`config.mk`:
```
export PLATFORM = sky130hd
export DESIGN_NAME = task_lane_serializer
export DESIGN_NICKNAME = d
export VERILOG_FILES = /design/src/rtl/task_lane_serializer.sv
export SDC_FILE = /design/constraint.sdc
export NUM_CORES = 2
export LEC_CHECK = 0
export ABC_AREA = 0
export ABC_CLOCK_PERIOD_IN_PS = 9600
export BUFFER_PORTS_ARGS = -buffer_cell sky130_fd_sc_hd__buf_4
export CAP_MARGIN = 5
export CORE_MARGIN = 1
export CORE_UTILIZATION = 49
export DETAILED_ROUTE_END_ITERATION = 12
export PLACE_DENSITY = 0.75
export SLEW_MARGIN = 20
export SYNTH_ARGS = -nofsm -noshare
export SYNTH_HDL_FRONTEND = slang
export SYNTH_MEMORY_MAX_BITS = 65536
export SYNTH_SLANG_ARGS = --single-unit
```
`constraint.sdc`:
```
create_clock -name i_clk -period 9.6 [get_ports i_clk]
set_input_delay 0.48 -clock i_clk [delete_from_list [all_inputs] [get_ports i_clk]]
set_output_delay 0.48 -clock i_clk [all_outputs]
set_load 0.005 [all_outputs]
```
`src/rtl/task_lane_serializer.sv`:
```
// Buffers parallel lane vectors in a FIFO and replays them one lane per accepted
// cycle (lane 0 first) as a single valid/last stream with downstream backpressure.
module task_lane_serializer #(
    parameter int DATA_WIDTH    = 8,
    parameter int INPUT_STREAMS = 8,
    parameter int FIFO_SIZE     = 64
) (
    input  logic                        i_clk,
    input  logic                        i_rst,
    input  logic [DATA_WIDTH-1:0]       i_data [INPUT_STREAMS],
    input  logic                        i_valid,
    input  logic                        i_input_last,
    input  logic                        i_out_ready,
    output logic [DATA_WIDTH-1:0]       o_data,
    output logic                        o_valid,
    output logic                        o_last,
    output logic                        o_overflow,
    output logic [$clog2(FIFO_SIZE):0]  o_fifo_level
);

    localparam int AW = $clog2(FIFO_SIZE);
    localparam int IW = $clog2(INPUT_STREAMS);
    localparam int EW = DATA_WIDTH * INPUT_STREAMS + 1;
    localparam logic [IW-1:0] LAST_IDX = IW'(INPUT_STREAMS - 1);

    typedef enum logic {
        S_IDLE,
        S_SHIFT
    } state_t;

    state_t r_state;
    state_t w_next_state;

    logic [EW-1:0]         r_mem [FIFO_SIZE];
    logic [AW:0]           r_wr_ptr;
    logic [AW:0]           r_rd_ptr;
    logic [EW-1:0]         w_wr_entry;
    logic [EW-1:0]         w_rd_entry;
    logic                  w_empty;
    logic                  w_full;
    logic                  w_push;
    logic                  w_pop;
    logic                  w_accept;
    logic                  w_last_lane;
    logic [DATA_WIDTH-1:0] r_shift [INPUT_STREAMS];
    logic                  r_entry_last;
    logic [IW-1:0]         r_idx;
    logic                  r_overflow;

    // FIFO entry layout: {last flag, lane N-1, ..., lane 0}
    always_comb begin
        w_wr_entry = '0;
        w_wr_entry[EW-1] = i_input_last;
        for (int i = 0; i < INPUT_STREAMS; i++) begin
            w_wr_entry[i*DATA_WIDTH +: DATA_WIDTH] = i_data[i];
        end
    end

    assign w_rd_entry  = r_mem[r_rd_ptr[AW-1:0]];
    assign w_empty     = (r_wr_ptr == r_rd_ptr);
    assign w_full      = (r_wr_ptr[AW-1:0] == r_rd_ptr[AW-1:0]) && (r_wr_ptr[AW] != r_rd_ptr[AW]);
    assign w_push      = i_valid && !w_full;
    assign w_accept    = (r_state == S_SHIFT) && i_out_ready;
    assign w_last_lane = (r_idx == LAST_IDX);
    // A pop refills the shift register either from idle or right after the final lane is taken
    assign w_pop       = !w_empty && ((r_state == S_IDLE) || (w_accept && w_last_lane));

    always_ff @(posedge i_clk) begin
        if (w_push) begin
            r_mem[r_wr_ptr[AW-1:0]] <= w_wr_entry;
        end
    end

    always_ff @(posedge i_clk) begin
        if (i_rst) begin
            r_wr_ptr   <= '0;
            r_rd_ptr   <= '0;
            r_overflow <= 1'b0;
        end else begin
            if (w_push) begin
                r_wr_ptr <= r_wr_ptr + 1'b1;
            end
            if (w_pop) begin
                r_rd_ptr <= r_rd_ptr + 1'b1;
            end
            if (i_valid && w_full) begin
                r_overflow <= 1'b1;
            end
        end
    end

    always_ff @(posedge i_clk) begin
        if (i_rst) begin
            r_state <= S_IDLE;
        end else begin
            r_state <= w_next_state;
        end
    end

    always_comb begin
        w_next_state = r_state;
        case (r_state)
            S_IDLE: begin
                if (!w_empty) begin
                    w_next_state = S_SHIFT;
                end
            end
            S_SHIFT: begin
                if (w_accept && w_last_lane && w_empty) begin
                    w_next_state = S_IDLE;
                end
            end
            default: w_next_state = S_IDLE;
        endcase
    end

    always_ff @(posedge i_clk) begin
        if (i_rst) begin
            for (int i = 0; i < INPUT_STREAMS; i++) begin
                r_shift[i] <= '0;
            end
            r_entry_last <= 1'b0;
            r_idx        <= '0;
        end else if (w_pop) begin
            for (int i = 0; i < INPUT_STREAMS; i++) begin
                r_shift[i] <= w_rd_entry[i*DATA_WIDTH +: DATA_WIDTH];
            end
            r_entry_last <= w_rd_entry[EW-1];
            r_idx        <= '0;
        end else if (w_accept && !w_last_lane) begin
            r_idx <= r_idx + 1'b1;
        end
    end

    assign o_valid      = (r_state == S_SHIFT);
    assign o_data       = o_valid ? r_shift[r_idx] : '0;
    assign o_last       = o_valid && r_entry_last && w_last_lane;
    assign o_overflow   = r_overflow;
    assign o_fifo_level = r_wr_ptr - r_rd_ptr;

endmodule
```
==> results_dict.tcl <==
set metrics [dict create \
    status "completed" \
    p_seq_share_pct 47.6 \
    crit_start "r_wr_ptr[0]$_SDFFE_PP0P_" \
    synth_warnings 0 \
    seq_area_um2 127000 \
    cts.clk_slew.worst_paths_ns 0.06 \
    cts_buffers 408 \
    timing.rr.start "r_wr_ptr[0]$_SDFFE_PP0P_" \
    via_count 77800 \
    worstSetupPathType "reg -> reg" \
    rows 211 \
    timing.final.crit_period_ns 5.11 \
    p_int_uw 32900 \
    die_y_um 579 \
    synth_edf_count 4224 \
    drive_gt1_share_pct 28.1 \
    vdd_drop_max_mv 0.197 \
    cpMostUsedCell "buf_4" \
    fin_ws_ns 4.49 \
    post_cts_buffers 0 \
    p_comb_share_pct 17.0 \
    leakage_uw 0.0540 \
    worstReg2RegEnd "r_mem[17][34]$_DFFE_PP_" \
    cts_tree "built" \
    io_buffers 86 \
    ys_seq_area_share_pct 78.2 \
    gp_congestion 0.858 \
    dp_hpwl_um 221000 \
    fillerInstances 23300 \
    drv_slew 0 \
    end_kind "register" \
    clock-sinks 4253 \
    die_w_um 579 \
    clk_path_buf_depth 4 \
    clockPowerShare_pct 35.4 \
    wirelength_um 418000 \
    hold_violations 0 \
    fin_tns_setup_ns 0 \
    multi_input_area_um2 34000 \
    ios 87 \
    setup_violations 0 \
    arrival_ns 5.61 \
    critPathLaunchType "register" \
    hold_class "in -> reg" \
    area_growth_pct 11.9 \
    fmax_ghz 0.196 \
    cts_root_buf "clkbuf_16" \
    cts.repair.resized 0 \
    crit_chain "inv_1, ha_1, nand4_1, o31a_1, nor2b_1, nand3_1, nor2_4, buf_4, buf_4" \
    path_max_fanout 37 \
    antenna_found_initial 28 \
    pwr_density_cell_nw_per_um2 240 \
    ys_ff_latch 4253 \
    cp_slowest_stage_delay_ns 0.80 \
    netSwitchingPower_uw 10900 \
    switching_share_pct 24.9 \
    synthFlopType "edfxtp_1" \
    crit_slowest_cell "buf_4" \
    gr-usage-all-layers_pct 24.9 \
    worstSetupEndpoint "r_mem[17][34]$_DFFE_PP_" \
    synthArstFlopShare_pct 0 \
    clkLatencyLatePin_ns 0.93 \
    grt_pass1_vias 77800 \
    avgSynthCellArea_um2 24.1 \
    dieArea_um2 335000 \
    grt_max_degree 117 \
    relSlewSlack_pct 16.8 \
    grt_setup_unrepaired "false" \
    grt_pass1_wl_um 587000 \
    crit_cells 9 \
    synth_fp_nets 6848 \
    finalCritPeriodShare_pct 53.2 \
    ant_nets 0 \
    synth_cells 6768 \
    gr-total-overflow 0 \
    ff2ff_path_depth 9 \
    r2r_slack_ns 4.49 \
    nets 7151 \
    hold_buffers 3 \
    drt_iter0_markers 11200 \
    max_slew.worst_pin.slew_ns 1.24 \
    fin_skew_ns 0.0481 \
    vias_per_cell 6.60 \
    worstPathRequired_ns 10.10 \
    post-route-util_pct 55.1 \
    synth_cell_types 43 \
    crit_family "simple AND/OR/NAND/NOR gates" \
    start_util_pct 49.3 \
    wl_per_cell_um 35.4 \
    syn-cell-area_um2 163000 \
    crit_buf_inv 3 \
    cap_violations 0 \
    drc_errors 0 \
    coreArea_um2 331000 \
    dr.pass1.iters 6 \
    htreeDepth 5 \
    place_ws_ns 4.64 \
]
worst min-delay path by stage:
stage	slack, ns	end	depth (start not counted)	startpoint
6_report	0.04	o_valid$_SDFF_PP0_	3	i_out_ready
5_1_grt	0.03	o_valid$_SDFF_PP0_	3	i_out_ready
4_1_cts	0.002	o_valid$_SDFF_PP0_	3	i_out_ready
3_5_place_dp	0.54	r_rd_ptr[5]$_SDFFE_PP0P_	2	r_rd_ptr[5]$_SDFFE_PP0P_
3_3_place_gp	0.53	register	2	r_idx[1]$_SDFFE_PP0P_
2_1_floorplan	0.43	r_entry_last$_SDFFE_PP0P_	2	r_entry_last$_SDFFE_PP0P_
sequential cells by signal (all words and copies together), names as in the netlist, named ones only:
| signal | count |
|---|---|
| r_mem | 4160 |
| r_idx | 3 |
| o_valid | 1 |
| r_shift | 64 |
| r_wr_ptr | 7 |
| r_rd_ptr | 7 |
| r_entry_last | 1 |
| o_overflow | 1 |
placed cells by master (no fill, tap or decap), types with 23 or more instances in the layout:
master / n
clkinv_2: 78
bufinv_16: 30
clkinv_1: 112
clkbuf_16: 414
nor2b_1: 111
a211oi_1: 198
clkbuf_1: 77
mux4_2: 1166
a21oi_1: 57
buf_4: 239
nor2_4: 64
mux2i_1: 324
nor3_1: 53
edfxtp_1: 4224
buf_12: 23
nor2_1: 30
worst reg2reg max path, stage by stage (launching register included):
cell	delay, ns
dfxtp_1	0.48
inv_1	0.14
ha_1	0.35
nand4_1	0.18
o31a_1	0.45
nor2b_1	0.34
nand3_1	0.65
nor2_4	0.74
buf_4	0.50
buf_4	0.80
cells by family after synthesis:
family	count (synthesis)	synth area share (%)
xor gates and xnor gates	19	0.102
AOI/OAI and AO/OA	289	1.24
DFF	4253	78.2
muxes	1496	18.2
buffers and inverters	394	1.21
and+or+nand+nor	306	0.970
adders and majority gates	11	0.0891
cells in the mapped netlist, types with 2 or more instances:
| library cell | instances | share of area [%] |
|---|---|---|
| a21oi_1 | 57 | 0.18 |
| buf_6 | 7 | 0.048 |
| buf_1 | 29 | 0.067 |
| o21ai_0 | 2 | 0.0061 |
| o31a_1 | 2 | 0.011 |
| or2_2 | 3 | 0.012 |
| nand3b_1 | 4 | 0.018 |
| inv_1 | 13 | 0.030 |
| nor2_1 | 94 | 0.22 |
| nor3_1 | 53 | 0.16 |
| nand4_1 | 6 | 0.023 |
| or3b_2 | 2 | 0.011 |
| or3_1 | 3 | 0.012 |
| mux2_2 | 4 | 0.028 |
| xnor2_1 | 12 | 0.065 |
| o22ai_1 | 17 | 0.065 |
| mux2i_1 | 326 | 2.0 |
| buf_4 | 58 | 0.27 |
| mux4_2 | 1166 | 16 |
| nor2b_1 | 111 | 0.43 |
| clkbuf_1 | 110 | 0.25 |
| edfxtp_1 | 4224 | 78 |
| a211oi_1 | 198 | 0.91 |
| ha_1 | 10 | 0.077 |
| nand2_1 | 13 | 0.030 |
| nand2b_1 | 7 | 0.027 |
| nand3_1 | 8 | 0.025 |
| a211o_1 | 2 | 0.011 |
| a31oi_1 | 2 | 0.0077 |
| buf_2 | 177 | 0.54 |
| a21o_1 | 2 | 0.0092 |
| xor2_1 | 7 | 0.038 |
| dfxtp_1 | 29 | 0.36 |
area by class of cell:
type / count / area share [%]
Antenna cell: 12 / 0.0165
Tap cell: 4366 / 3.00
Timing Repair Buffer: 274 / 1.37
Sequential cell: 4253 / 69.9
Clock inverter: 254 / 1.17
Inverter: 13 / 0.0295
Clock buffer: 491 / 5.84
Multi-Input combinational cell: 2121 / 18.6
through the flow:
step	power (µW)	hold slack (ns)	instance area [µm²]	std cells
2_1_floorplan	26500	0.432	163000	6768
3_3_place_gp	28600	0.525	169000	11000
3_5_place_dp	28700	0.536	169000	11000
4_1_cts	44000	0.00205	182000	11800
5_1_grt	45000	0.0268	182000	11800
6_report	43800	0.0449	182000	11800
power groups by stage:
stage / Sequential, µW / Clock, µW / Combinational, µW
final: 20800 / 15500 / 7450
after floorplan: 21100 / 0 / 5470
after global routing: 20800 / 16300 / 7850
after detailed placement: 21200 / 0 / 7460
after CTS: 20800 / 15600 / 7540
after global placement: 21200 / 0 / 7370
metal layers:
metal,vias up,part of all wire (%),wire [µm],GRT usage [%]
li1,29800,-,-,-
met1,41300,35,147000,32.7
met2,5702,49,203000,40.2
met3,920,11,46300,5.21
met4,10,5.1,21300,11.3
met5,-,0.015,62,0
(Power assumes the default switching activity.)
